--- src/rtl/uart_tx_arbiter.sv ---
// uart_tx_arbiter: round-robin packet arbiter sharing one uart_tx among N_SRC sources, with a stall watchdog.
module uart_tx_arbiter #(
  parameter int N_SRC       = 2,
  parameter int TIMEOUT_CYC = 5_000_000
) (
  input  logic               clk,
  input  logic               reset_n,
  input  logic [N_SRC-1:0]   src_req,
  input  logic [N_SRC-1:0]   src_valid,
  input  logic [8*N_SRC-1:0] src_data,
  input  logic [N_SRC-1:0]   src_last,
  output logic [N_SRC-1:0]   src_ready,
  output logic [N_SRC-1:0]   grant,
  output logic [7:0]         tx_data,
  output logic               tx_go,
  input  logic               tx_busy,
  output logic               pkt_done,
  output logic               timeout_err
);
  localparam int IW = $clog2(N_SRC);
  localparam int TW = TIMEOUT_CYC > 1 ? $clog2(TIMEOUT_CYC) : 1;
  typedef enum logic [1:0] {IDLE, FETCH, SEND, DRAIN} state_t;
  state_t state, state_n;
  logic [IW-1:0] rr_ptr, rr_n, g_idx, g_n, pick;
  logic [IW:0] cand;
  logic [N_SRC-1:0] grant_n;
  logic [TW-1:0] timer, timer_n;
  logic [7:0] tx_data_n, sel_data;
  logic tx_go_n, last_q, last_n, pkt_done_n, timeout_n, found, sel_valid, sel_last;
  assign sel_valid = src_valid[g_idx];
  assign sel_last  = src_last[g_idx];
  assign sel_data  = src_data[{g_idx, 3'b000} +: 8];
  assign src_ready = (state == FETCH) ? grant & src_valid : '0;
  // Scan downwards so the source closest after rr_ptr is the last (winning) assignment.
  always_comb begin
    pick = rr_ptr;
    found = 1'b0;
    cand = '0;
    for (int k = N_SRC; k >= 1; k--) begin
      cand = {1'b0, rr_ptr} + (IW+1)'(k);
      cand = cand >= (IW+1)'(N_SRC) ? cand - (IW+1)'(N_SRC) : cand;
      if (src_req[cand[IW-1:0]]) begin
        pick = cand[IW-1:0];
        found = 1'b1;
      end
    end
  end
  always_comb begin
    state_n = state;
    grant_n = grant;
    rr_n = rr_ptr;
    g_n = g_idx;
    timer_n = timer;
    tx_data_n = tx_data;
    tx_go_n = tx_go;
    last_n = last_q;
    pkt_done_n = 1'b0;
    timeout_n = 1'b0;
    case (state)
      IDLE: if (found) begin
        state_n = FETCH;
        g_n = pick;
        grant_n = N_SRC'(1) << pick;
        timer_n = '0;
      end
      FETCH: if (sel_valid) begin
        tx_data_n = sel_data;
        last_n = sel_last;
        tx_go_n = 1'b1;
        state_n = SEND;
      end else if (timer == TW'(TIMEOUT_CYC - 1)) begin
        timeout_n = 1'b1;
        grant_n = '0;
        rr_n = g_idx;
        state_n = IDLE;
      end else begin
        timer_n = timer + TW'(1);
      end
      SEND: if (tx_busy) begin
        tx_go_n = 1'b0;
        state_n = DRAIN;
      end
      DRAIN: if (!tx_busy) begin
        if (last_q) begin
          pkt_done_n = 1'b1;
          grant_n = '0;
          rr_n = g_idx;
          state_n = IDLE;
        end else begin
          timer_n = '0;
          state_n = FETCH;
        end
      end
      default: state_n = IDLE;
    endcase
  end
  always_ff @(posedge clk or negedge reset_n) begin
    if (!reset_n) begin
      state <= IDLE;
      grant <= '0;
      rr_ptr <= IW'(N_SRC - 1);
      g_idx <= '0;
      timer <= '0;
      tx_data <= '0;
      tx_go <= 1'b0;
      last_q <= 1'b0;
      pkt_done <= 1'b0;
      timeout_err <= 1'b0;
    end else begin
      state <= state_n;
      grant <= grant_n;
      rr_ptr <= rr_n;
      g_idx <= g_n;
      timer <= timer_n;
      tx_data <= tx_data_n;
      tx_go <= tx_go_n;
      last_q <= last_n;
      pkt_done <= pkt_done_n;
      timeout_err <= timeout_n;
    end
  end
endmodule

--- config.mk ---
export PLATFORM = sky130hd
export DESIGN_NAME = uart_tx_arbiter
export DESIGN_NICKNAME = d
export VERILOG_FILES = /design/src/rtl/uart_tx_arbiter.sv
export SDC_FILE = /design/constraint.sdc
export NUM_CORES = 1
export LEC_CHECK = 0
export BUFFER_PORTS_ARGS = -buffer_cell sky130_fd_sc_hd__buf_2
export CELL_PAD_IN_SITES_DETAIL_PLACEMENT = 0
export CELL_PAD_IN_SITES_GLOBAL_PLACEMENT = 2
export CORE_MARGIN = 2
export CORE_UTILIZATION = 35
export DETAILED_ROUTE_END_ITERATION = 16
export PLACE_DENSITY = 0.8
export RECOVER_POWER = 25
export SLEW_MARGIN = 20
export SYNTH_ARGS = -nofsm -noshare
export SYNTH_HDL_FRONTEND = slang
export SYNTH_SLANG_ARGS = --single-unit
--- constraint.sdc ---
create_clock -name clk -period 2.35 [get_ports clk]
set_input_delay 0.235 -clock clk [delete_from_list [all_inputs] [get_ports clk]]
set_output_delay 0.235 -clock clk [all_outputs]
set_load 0.01 [all_outputs]
Word-level counts from Yosys, hierarchy flattened

Cells that the tools add are included.

Bits in registers: 41
Latch bits: 0
RAM bits: 0
ROM bits: 0
Input bits: 25
Output and inout bits: 15
Word-level logic and storage cells: 95
Memories kept: 0

Add/sub/neg operators: 5
Multiply operators: 0
Div/mod/pow operators: 0
Magnitude comparators: 5
Equal/unequal tests: 14
Shift operators: 2
Mux-type cells: 47
Bitwise gates (word level): 1
Reductions and logical operators: 11

Operator list:

| cell                                                        | number |
|---|---|
| 2-to-1 mux 23 bit                                           | 5 |
| one-hot mux 23 bit (3 select lines)                         | 1 |
| 2-to-1 mux 1 bit                                            | 27 |
| adder 23 x 1 -> 23 bit (second input constant)              | 1 |
| equality test 23 bit (second input constant)                | 1 |
| 2-to-1 mux 2 bit                                            | 10 |
| != test 2 bit (second input constant)                       | 8 |
| indexed part select 16 x 5 -> 8 bit                         | 1 |
| AND reduction 6 bit                                         | 2 |
| one-hot mux 2 bit (4 select lines)                          | 1 |
| less-than comparator 1 x 2 -> 1 bit (second input constant) | 3 |
| one-hot mux 2 bit (3 select lines)                          | 1 |
| AND reduction 5 bit                                         | 1 |
| equality test 2 bit (second input constant)                 | 2 |
| greater-or-equal comparator 2 bit (second input constant)   | 2 |
| one-hot mux 1 bit (2 select lines)                          | 2 |
| AND reduction 2 bit                                         | 2 |
| AND reduction 4 bit                                         | 1 |
| nonzero test 2 bit                                          | 2 |
| != test 3 x 2 -> 1 bit (second input constant)              | 1 |
| AND reduction 3 bit                                         | 1 |
| nonzero test 3 bit                                          | 1 |
| adder 1 x 1 -> 2 bit (second input constant)                | 1 |
| adder 1 x 2 -> 2 bit (second input constant)                | 1 |
| other kinds (6)                                             | 7 |

Depth between registers and ports, before layout

Gate-level depths: netlist of run 1.

Depth after elaboration: 10
Mapped depth: 8
Mapped depth without buffers: 6

Least setup slack after synthesis of run 1

OpenSTA, ideal clock, no wires.

Kind: register -> register
From: reg timer[0]
To: reg timer[5]
Library setup time: 0.126 ns
Data arrival time: 1.669 ns
Data required time: 2.224 ns
Path slack: 0.555 ns
Cell stages (with the launch flop): 8
Buffers on the path: 1
Period minus slack after synthesis: 1.795 ns
Cells stage by stage: dfrtp_1 > ha_1 > and4_4 > nand4_2 > o21ai_2 > buf_6 > nor2_2 > a221o_1

Word-level cells in the longest chain between the ends: 4
Elaborated cells on any way between the ends: 7
Those cells by class: add/sub: 1; eq/ne: 2; mux: 3; reduce/logical: 1

RTL lines:

| element                             | line | RTL |
|---|---|---|
| start, declared                     | 27   | `logic [TW-1:0] timer, timer_n;` |
| start signal, assigned              | 114  | `timer <= timer_n;` |
| adder 23 x 1 -> 23 bit              | 77   | `timer_n = timer + TW'(1);` |
| 2-to-1 mux 23 bit                   | 71   | `end else if (timer == TW'(TIMEOUT_CYC - 1)) begin` |
| 2-to-1 mux 23 bit                   | 66   | `FETCH: if (sel_valid) begin` |
| one-hot mux 23 bit (3 select lines) | 59   | `case (state)` |

Parallel ways exist; a longest one is shown, timed or not. The select of a mux whose other input is x is not followed.
A chain may end at the register's enable or synchronous reset.

Final worst setup path of run 1

Same ends and word-level chain as after synthesis.

==> results.py, run 1 <==
metrics = {
    "min_path": {
        "hold_depth": 3,
        "hold_class": "primary input to register",
    },
    "sta": {
        "hold_viol_final": 0,
        "rsz0062_at_grt": "no",
        "fin_crit_ns": 2.05,
        "maxSlewViolCount": 0,
        "tightest_slew_ns": 1.29,
        "setup_violations": 0,
        "tns_ns": 0,
        "fmax_mhz": 487,
        "maxSlewHeadroom_pct": 13.8,
        "skew_ns": 0.00871,
        "fin_crit_sh_pct": 87.3,
    },
    "place": {
        "gp_congestion": 0.818,
        "io_buffers": 39,
        "hpwl_microns": 3960,
        "dp_cells": 357,
    },
    "global_route": {
        "grt_pass1_vias": 1733,
        "grt_max_degree": 25,
        "grt_overflow": 0,
        "grt.total_usage_pct": 15.0,
        "antenna_found_initial": 0,
        "grt_pass1_wl_microns": 8910,
    },
    "clock_network": {
        "numCtsBuffers": 5,
        "clk_path_buf_depth": 2,
        "cts_resized": 0,
        "ctsHoldBuffers": 1,
        "worstSkewPairLatency_ns": 0.30,
        "cts_setup_buffers": 0,
        "h-tree-depth": 2,
        "clock-sinks": 41,
        "cts_tree": "yes",
        "cts_root_buffer": "clkbuf_8",
        "cts.clk_slew.worst_paths_ns": 0.09,
    },
    "logic_synthesis": {
        "synth_edf_count": 0,
        "synth_cell_types": 61,
        "syn_area_sq_um": 2380,
        "ys.flop_type": "dfrtp_1",
        "synth_warnings": 0,
        "synth_seq_cells": 41,
        "synth-async-reset-ratio_pct": 100,
        "yosysSeqAreaShare_pct": 43.2,
        "synthesis.instances": 243,
        "synth_nets": 269,
        "postSynthAreaPerCell_sq_um": 9.78,
    },
    "pwr": {
        "leakagePower_nw": 1.26,
        "power_density_nw_per_um2": 961,
        "ir_drop_mv": 0.356,
    },
    "cells_and_area": {
        "area_growth_pct": 15.7,
        "fill_cells": 669,
        "final_nets": 311,
        "finalNonFillerCells": 366,
        "drive_gt1_share_pct": 27.3,
        "diodes": 0,
        "final_common_cell": "dfrtp_1",
        "final_cell_mix": "dfrtp_1 (40), buf_2 (36), nand2_1 (21)",
    },
    "routing": {
        "route.antenna.remaining_nets": 0,
        "wl_microns": 5470,
        "vias": 1947,
        "routedWlPerCell_microns": 15.0,
        "dr.pass1.iters": 4,
        "remaining_drc_errors": 0,
        "routed_via_density": 5.32,
        "drtIter0Drc": 81,
    },
    "floorplan": {
        "io_pins": 40,
        "die_y_microns": 86.4,
        "rows": 30,
        "start_util_pct": 35.6,
        "die_x_microns": 86.4,
        "die-area_sq_um": 7470,
        "core-area_sq_um": 6680,
    },
    "worst_setup_path": {
        "worstPathRequired_ns": 2.53,
        "crit_path_start_kind": "register",
        "critPathMaxFanout": 11,
        "rr_worst_depth": 6,
        "worst-setup-path-type": "register to register",
        "setup.worst_path.end_class": "register",
        "crit_arrival_ns": 2.23,
    },
    "run_status": {
        "status": "finished clean",
    },
    "flow_run": {
        "drv_cap": 0,
    },
}
==> critical path, cell delays in order, from the launching register on <==
cell and delay (ns):
dfrtp_1 0.40, ha_1 0.24, and4_4 0.27, nand4_2 0.16
o21a_1 0.35, buf_12 0.19, a221o_1 0.31
==> final cells by class <==
type	instances	area, sq um	share of cell area, %
clock buffer	6	72.6	2.64
clock inverter	2	10.0	0.364
inverter	3	11.3	0.409
multi-input combinational	183	1220	44.4
sequential	41	1030	37.4
tap	80	100	3.64
timing repair buffer	51	309	11.2
==> synth_stat cells (all sizes together), types with 2 or more instances <==
cell / instances / area (sq um)
o211ai: 4 / 43.8
and3: 7 / 43.8
a211o: 3 / 26.3
a21oi: 19 / 95.1
and4: 2 / 20.0
mux2i: 12 / 120
nor4: 5 / 37.5
o21ai: 11 / 58.8
o21bai: 2 / 15.0
nand3: 20 / 110
or3: 4 / 27.5
and2b: 2 / 16.3
inv: 3 / 11.3
or4: 2 / 15.0
nand2: 23 / 91.3
a22o: 2 / 17.5
dfrtp: 40 / 1000
nor2: 19 / 83.8
nor4b: 4 / 41.3
nand2b: 2 / 12.5
a21o: 4 / 30.0
mux2: 2 / 26.3
nand4: 7 / 50.1
o311ai: 4 / 35.0
buf: 15 / 114
nor3: 8 / 67.6
a31oi: 2 / 12.5
==> metal layers <==
metal	up-vias	GRT usage [%]	wire length, microns
li1	994	-	-
met1	928	23.4	2910
met2	21	21.1	2390
met3	4	2.86	130
met5	-	0	0
met4	0	3.84	44
==> path summary, 6_finish.rpt <==
kind	slack (ns)	startpoint	end
setup / recovery	0.30	timer[0]$_DFFE_PN0P_	timer[5]$_DFFE_PN0P_
hold / removal	0.23	tx_busy	state[0]$_DFFE_PN0P_
setup reg to reg	0.30	timer[0]$_DFFE_PN0P_	timer[5]$_DFFE_PN0P_
hold reg to reg	0.51	grant[0]$_DFFE_PN0P_	grant[0]$_DFFE_PN0P_
max in group asynchronous	0.61	reset_n	rr_ptr$_DFFE_PN1P_
min in group asynchronous	0.74	reset_n	grant[0]$_DFFE_PN0P_
==> metrics by stage <==
stage / util, % / cell area, sq um / total power [W] / setup slack (ns) / hold WS, ns
floorplan: - / 2380 / 0.00184 / 0.555 / -0.0606
global placement: 39.8 / 2660 / 0.00222 / 0.340 / 0.251
detailed placement: 39.8 / 2660 / 0.00221 / 0.298 / 0.253
CTS: 41.2 / 2750 / 0.00268 / 0.295 / 0.225
global route: 41.2 / 2750 / 0.00282 / 0.132 / 0.233
finish: 41.2 / 2750 / 0.00264 / 0.298 / 0.228
==> power breakdown <==
group	total, W	leakage (nW)	internal, W	switching, W
registers	0.000991	0.529	0.000866	0.000125
logic	0.00119	0.687	0.000519	0.000672
clock network	0.000461	0.0450	0.000206	0.000255
==> state kept, by name, indices dropped and copies added (netlist names), named ones only <==
signal,flops
tx_go,1
last_q,1
timeout_err,1
grant,2
rr_ptr,1
timer,23
pkt_done,1
g_idx,1
tx_data,8
state,1
==> cell families after synthesis <==
group           synth area share [%]
mux                             6.16
flops                           43.2
simple gates                    26.8
fa+ha+maj                      0.526
buf+inv                         5.47
compound gates                  17.8
Note: power is estimated with default switching activity, not from simulation.
==> run 2: changes to the inputs <==
--- a/config.mk
+++ b/config.mk
@@ -9,9 +9,9 @@
 export CELL_PAD_IN_SITES_DETAIL_PLACEMENT = 0
 export CELL_PAD_IN_SITES_GLOBAL_PLACEMENT = 2
 export CORE_MARGIN = 2
-export CORE_UTILIZATION = 35
+export CORE_UTILIZATION = 38
 export DETAILED_ROUTE_END_ITERATION = 16
-export PLACE_DENSITY = 0.8
+export PLACE_DENSITY = 0.86
 export RECOVER_POWER = 25
 export SLEW_MARGIN = 20
 export SYNTH_ARGS = -nofsm -noshare
==> constraint.sdc (replaced) <==
create_clock -name clk -period 2.45 [get_ports clk]
set_input_delay 0.245 -clock clk [delete_from_list [all_inputs] [get_ports clk]]
set_output_delay 0.245 -clock clk [all_outputs]
set_load 0.01 [all_outputs]
==> results.py, run 2 (synthesized netlist as in run 1, its figures left out) <==
metrics = {
    "clock_network": {
        "cts.clk_slew.worst_paths_ns": 0.08,
        "cts_tree": "yes",
        "clk_path_buf_depth": 2,
        "cts_root_buffer": "clkbuf_8",
        "clock-sinks": 41,
        "numCtsBuffers": 5,
        "cts_setup_buffers": 0,
        "worstSkewPairLatency_ns": 0.30,
        "h-tree-depth": 2,
    },
    "cells_and_area": {
        "diodes": 0,
        "reg_top3": "timer: 23 flops, tx_data: 8 flops, grant: 2 flops",
        "largest_reg_flops": 23,
        "final_common_cell": "dfrtp_1",
        "fill_cells": 558,
        "final_cell_mix": "dfrtp_1 (40), buf_2 (36), nand2_1 (21)",
        "final_nets": 307,
        "drive_gt1_share_pct": 26.6,
        "largest_register": "timer",
        "area_growth_pct": 15.2,
    },
    "floorplan": {
        "io_pins": 40,
        "die-area_sq_um": 6900,
        "rows": 28,
        "start_util_pct": 39.7,
        "die_y_microns": 83.1,
        "die_x_microns": 83.1,
        "core-area_sq_um": 5990,
    },
    "worst_setup_path": {
        "rr_worst_depth": 6,
        "worst-setup-path-type": "register to register",
        "rr_endpoint": "timer[10]$_DFFE_PN0P_",
        "cp_cell_sequence": "ha_1 > and4_4 > nand4_2 > o21a_1 > and3_1 > a211o_1",
        "crit_path_start_kind": "register",
        "r2r_start": "timer[0]$_DFFE_PN0P_",
        "worstPathRequired_ns": 2.64,
        "critPathMaxFanout": 20,
        "crit_arrival_ns": 2.45,
        "r2r_slack_ns": 0.19,
        "crit_slowest_cell": "o21a_1",
        "setup.worst_path.end_class": "register",
        "slowest_delay_ns": 0.50,
    },
    "global_route": {
        "grt_max_degree": 23,
        "antenna_found_initial": 0,
        "grt_pass1_wl_microns": 9260,
        "grt_overflow": 0,
        "grt_pass1_vias": 1954,
        "grt.total_usage_pct": 16.0,
    },
    "sta": {
        "hold_viol_final": 0,
        "tns_ns": 0,
        "fin_crit_ns": 2.26,
        "skew_ns": 0.00676,
        "fin_crit_sh_pct": 92.2,
        "maxSlewHeadroom_pct": 18.8,
        "fin_ws_ns": 0.190,
        "maxSlewViolCount": 0,
        "rsz0062_at_grt": "no",
        "fmax_mhz": 443,
        "tightest_slew_ns": 1.22,
        "setup_violations": 0,
    },
    "routing": {
        "dr.pass1.iters": 4,
        "routedWlPerCell_microns": 14.5,
        "routed_via_density": 5.57,
        "route.antenna.remaining_nets": 0,
        "vias": 1990,
        "remaining_drc_errors": 0,
        "drtIter0Drc": 107,
        "wl_microns": 5180,
    },
    "min_path": {
        "hold_depth": 3,
        "min-delay-start": "tx_busy",
        "hold-path-endpoint": "state[0]$_DFFE_PN0P_",
        "hold_class": "primary input to register",
    },
    "pwr": {
        "power_density_nw_per_um2": 960,
        "leakagePower_nw": 1.25,
        "ir_drop_mv": 0.576,
    },
    "place": {
        "io_buffers": 39,
        "dp_slack_ns": 0.210,
        "hpwl_microns": 3760,
        "gp_congestion": 0.801,
    },
    "flow_run": {
        "drv_cap": 0,
    },
    "run_status": {
        "status": "finished clean",
    },
}
run 2: worst max-delay path: cells and delay by family (launching register included):
kind	cells	cell delay, ns
flip-flops	1	0.40
adder cells (fa/ha/maj)	1	0.25
AO/OA/AOI/OAI	2	0.75
AND/OR/NAND/NOR	3	0.74
run 2: per-stage QoR:
step / std cells / total power [W] / cell area, sq um / util (%) / hold slack [ns]
finish: 357 / 0.00263 / 2740 / 45.7 / 0.225
global route: 357 / 0.00283 / 2740 / 45.7 / 0.238
CTS: 357 / 0.00266 / 2740 / 45.8 / 0.221
detailed placement: 348 / 0.00208 / 2610 / 43.6 / 0.256
global placement: 348 / 0.00208 / 2610 / 43.6 / 0.248
floorplan: 243 / 0.00177 / 2380 / - / -0.0506
run 2: worst max-delay path by stage:
stage	start	to	slack, ns
after floorplan	timer[0]$_DFFE_PN0P_	timer[5]$_DFFE_PN0P_	0.66
after global placement	timer[0]$_DFFE_PN0P_	timer[10]$_DFFE_PN0P_	0.24
after detailed placement	timer[0]$_DFFE_PN0P_	timer[10]$_DFFE_PN0P_	0.21
after CTS	timer[0]$_DFFE_PN0P_	timer[10]$_DFFE_PN0P_	0.20
after global routing	timer[0]$_DFFE_PN0P_	timer[10]$_DFFE_PN0P_	0.05
final	timer[0]$_DFFE_PN0P_	timer[10]$_DFFE_PN0P_	0.19
run 2: power by group:
part	total, W	switching [W]	internal [W]
sequential	0.000952	0.000121	0.000831
clock	0.000573	0.000242	0.000331
combinational	0.00110	0.000632	0.000471
total	0.00263	0.000996	0.00163
run 2: layout make-up:
class	count	area [sq um]	area share (%)
clock buffers	6	82.6	3.02
clock inverters	2	37.5	1.37
inverters	3	11.3	0.411
multi-input cells	183	1220	44.5
flip-flops and latches	41	1030	37.5
well taps	75	93.8	3.43
repair buffers	47	267	9.73
run 2: per-layer routing:
metal  GRT usage [%]  wire length, microns  vias up  share of wire, %
li1                -                     -      980                 -
met1            22.6                  2580      970                50
met2            24.6                  2380       34                46
met3            2.49                   138        6               2.7
met4            6.26                    85        0               1.6
met5               0                     0        -                 0
run 2: what timing repair did:
item	CTS	global route
gates resized for setup	0	0
hold buffers	1	0
endpoints found under the hold margin	21	0
==> run 3: changes to the inputs <==
--- a/config.mk
+++ b/config.mk
@@ -13,6 +13,7 @@
 export DETAILED_ROUTE_END_ITERATION = 16
 export PLACE_DENSITY = 0.86
 export RECOVER_POWER = 25
+export SETUP_SLACK_MARGIN = 0.2
 export SLEW_MARGIN = 20
 export SYNTH_ARGS = -nofsm -noshare
 export SYNTH_HDL_FRONTEND = slang
==> results.py, run 3 (synthesized netlist as in run 1, its figures left out) <==
metrics = {
    "routing": {
        "vias": 1990,
        "wl_met2_microns": 2390,
        "routedWlPerCell_microns": 14.6,
        "top_layer": "met4",
        "routed_via_density": 5.57,
        "wl_microns": 5230,
        "wl_met1_microns": 2610,
        "met3WireLength_microns": 140,
        "drtIter0Drc": 96,
        "remaining_drc_errors": 0,
        "route.antenna.remaining_nets": 0,
        "dr.pass1.iters": 4,
    },
    "place": {
        "placed_cell_area_sq_um": 2610,
        "dp_cells": 348,
        "hpwl_microns": 3760,
        "io_buffers": 39,
        "gp_congestion": 0.801,
    },
    "cells_and_area": {
        "final_nets": 307,
        "final_common_cell": "dfrtp_1",
        "final_util_pct": 45.7,
        "largest_register": "timer",
        "reg_top3": "timer: 23 flops, tx_data: 8 flops, grant: 2 flops",
        "finalNonFillerCells": 357,
        "area_growth_pct": 15.3,
        "largest_reg_flops": 23,
        "final_cell_area_sq_um": 2740,
        "diodes": 0,
        "drive_gt1_share_pct": 27.0,
        "final_cell_mix": "dfrtp_1 (40), buf_2 (36), nand2_1 (21)",
    },
    "sta": {
        "tns_ns": 0,
        "maxSlewHeadroom_pct": 18.9,
        "hold_ws_ns": 0.226,
        "skew_ns": 0.00693,
        "fin_crit_sh_pct": 86.1,
        "tightest_slew_ns": 1.22,
        "fmax_mhz": 474,
        "hold_viol_final": 0,
        "maxSlewViolCount": 0,
        "setup_violations": 0,
        "fin_crit_ns": 2.11,
        "rsz0062_at_grt": "no",
    },
    "global_route": {
        "grt.total_usage_pct": 16.1,
        "antenna_found_initial": 0,
        "grt_max_degree": 23,
        "grt_pass1_wl_microns": 9290,
        "grt_pass1_vias": 1956,
        "grt_overflow": 0,
    },
    "worst_setup_path": {
        "worstPathRequired_ns": 2.63,
        "critPathMaxFanout": 11,
        "worst-setup-path-type": "register to register",
        "setup.worst_path.end_class": "register",
        "crit_path_start_kind": "register",
        "crit_arrival_ns": 2.29,
    },
    "floorplan": {
        "die_y_microns": 83.1,
        "die-area_sq_um": 6900,
        "die_x_microns": 83.1,
        "core-area_sq_um": 5990,
        "rows": 28,
        "start_util_pct": 39.7,
        "io_pins": 40,
    },
    "pwr": {
        "leakagePower_nw": 1.25,
        "power.share.clock_pct": 21.8,
        "p_int_w": 0.00163,
        "ir_drop_mv": 0.575,
        "swShare_pct": 37.9,
        "power_density_nw_per_um2": 961,
        "seqPwrFrac_pct": 36.1,
        "p_sw_w": 0.000999,
        "p_comb_share_pct": 42.1,
    },
    "clock_network": {
        "cts.clk_slew.worst_paths_ns": 0.08,
        "cts_tree": "yes",
        "cts_setup_buffers": 0,
        "worstSkewPairLatency_ns": 0.30,
        "clk_path_buf_depth": 2,
        "numCtsBuffers": 5,
        "clock-sinks": 41,
        "h-tree-depth": 2,
        "cts_root_buffer": "clkbuf_8",
    },
    "flow_run": {
        "drv_cap": 0,
    },
    "min_path": {
        "hold_class": "primary input to register",
    },
    "run_status": {
        "status": "finished clean",
    },
}
run 3: cell counts in the layout (fill, tap and decap cells not counted):
No cell type changed its count.
run 3: path summary, 6_finish.rpt:
kind / from / end / slack, ns / cells past startpoint
max: timer[0]$_DFFE_PN0P_ / timer[5]$_DFFE_PN0P_ / 0.34 / 7
min: tx_busy / state[0]$_DFFE_PN0P_ / 0.23 / 3
max reg2reg: timer[0]$_DFFE_PN0P_ / timer[5]$_DFFE_PN0P_ / 0.34 / 7
min reg2reg: tx_go$_DFFE_PN0P_ / tx_go$_DFFE_PN0P_ / 0.51 / 2
max in group asynchronous: reset_n / rr_ptr$_DFFE_PN1P_ / 0.78 / 3
min in group asynchronous: reset_n / timer[1]$_DFFE_PN0P_ / 0.71 / 2
run 3: cell type report:
class | instances | area (sq um)
timing repair buffer | 47 | 267
inverter | 3 | 11.3
fill | 560 | 3250
sequential | 41 | 1030
clock buffer | 6 | 82.6
clock inverter | 2 | 37.5
tap | 75 | 93.8
multi-input combinational | 183 | 1220
run 3: power groups by stage:
stage	clock [W]	combinational (W)	sequential, W
final	0.000575	0.00111	0.000951
after global routing	0.000616	0.00124	0.000978
after CTS	0.000588	0.00112	0.000950
after detailed placement	0	0.00112	0.000959
after global placement	0	0.00112	0.000959
after floorplan	0	0.000808	0.000959
run 3: worst max-delay path, cell delays in order (launching register included):
cell     delay, ns
dfrtp_1       0.40
ha_1          0.25
and4_4        0.28
nand4_2       0.16
o21ai_2       0.34
buf_4         0.25
nor2_2        0.05
a221o_1       0.25
run 3: repair_timing:
item	CTS	global route
gates resized for setup	1	0
hold buffers	1	0
endpoints found under the setup margin	1	0
endpoints found under the hold margin	21	0
run 3: stage by stage:
stage / worst slack (ns) / total power, W
2_1_floorplan: 0.655 / 0.00177
3_3_place_gp: 0.243 / 0.00208
3_5_place_dp: 0.210 / 0.00208
4_1_cts: 0.351 / 0.00266
5_1_grt: 0.207 / 0.00283
6_report: 0.339 / 0.00263
run 3: metal layers:
metal | track usage (%) | vias up
met1 | 22.5 | 968
met4 | 6.56 | 0
met5 | 0 | -
li1 | - | 984
met2 | 24.7 | 32
met3 | 2.58 | 6
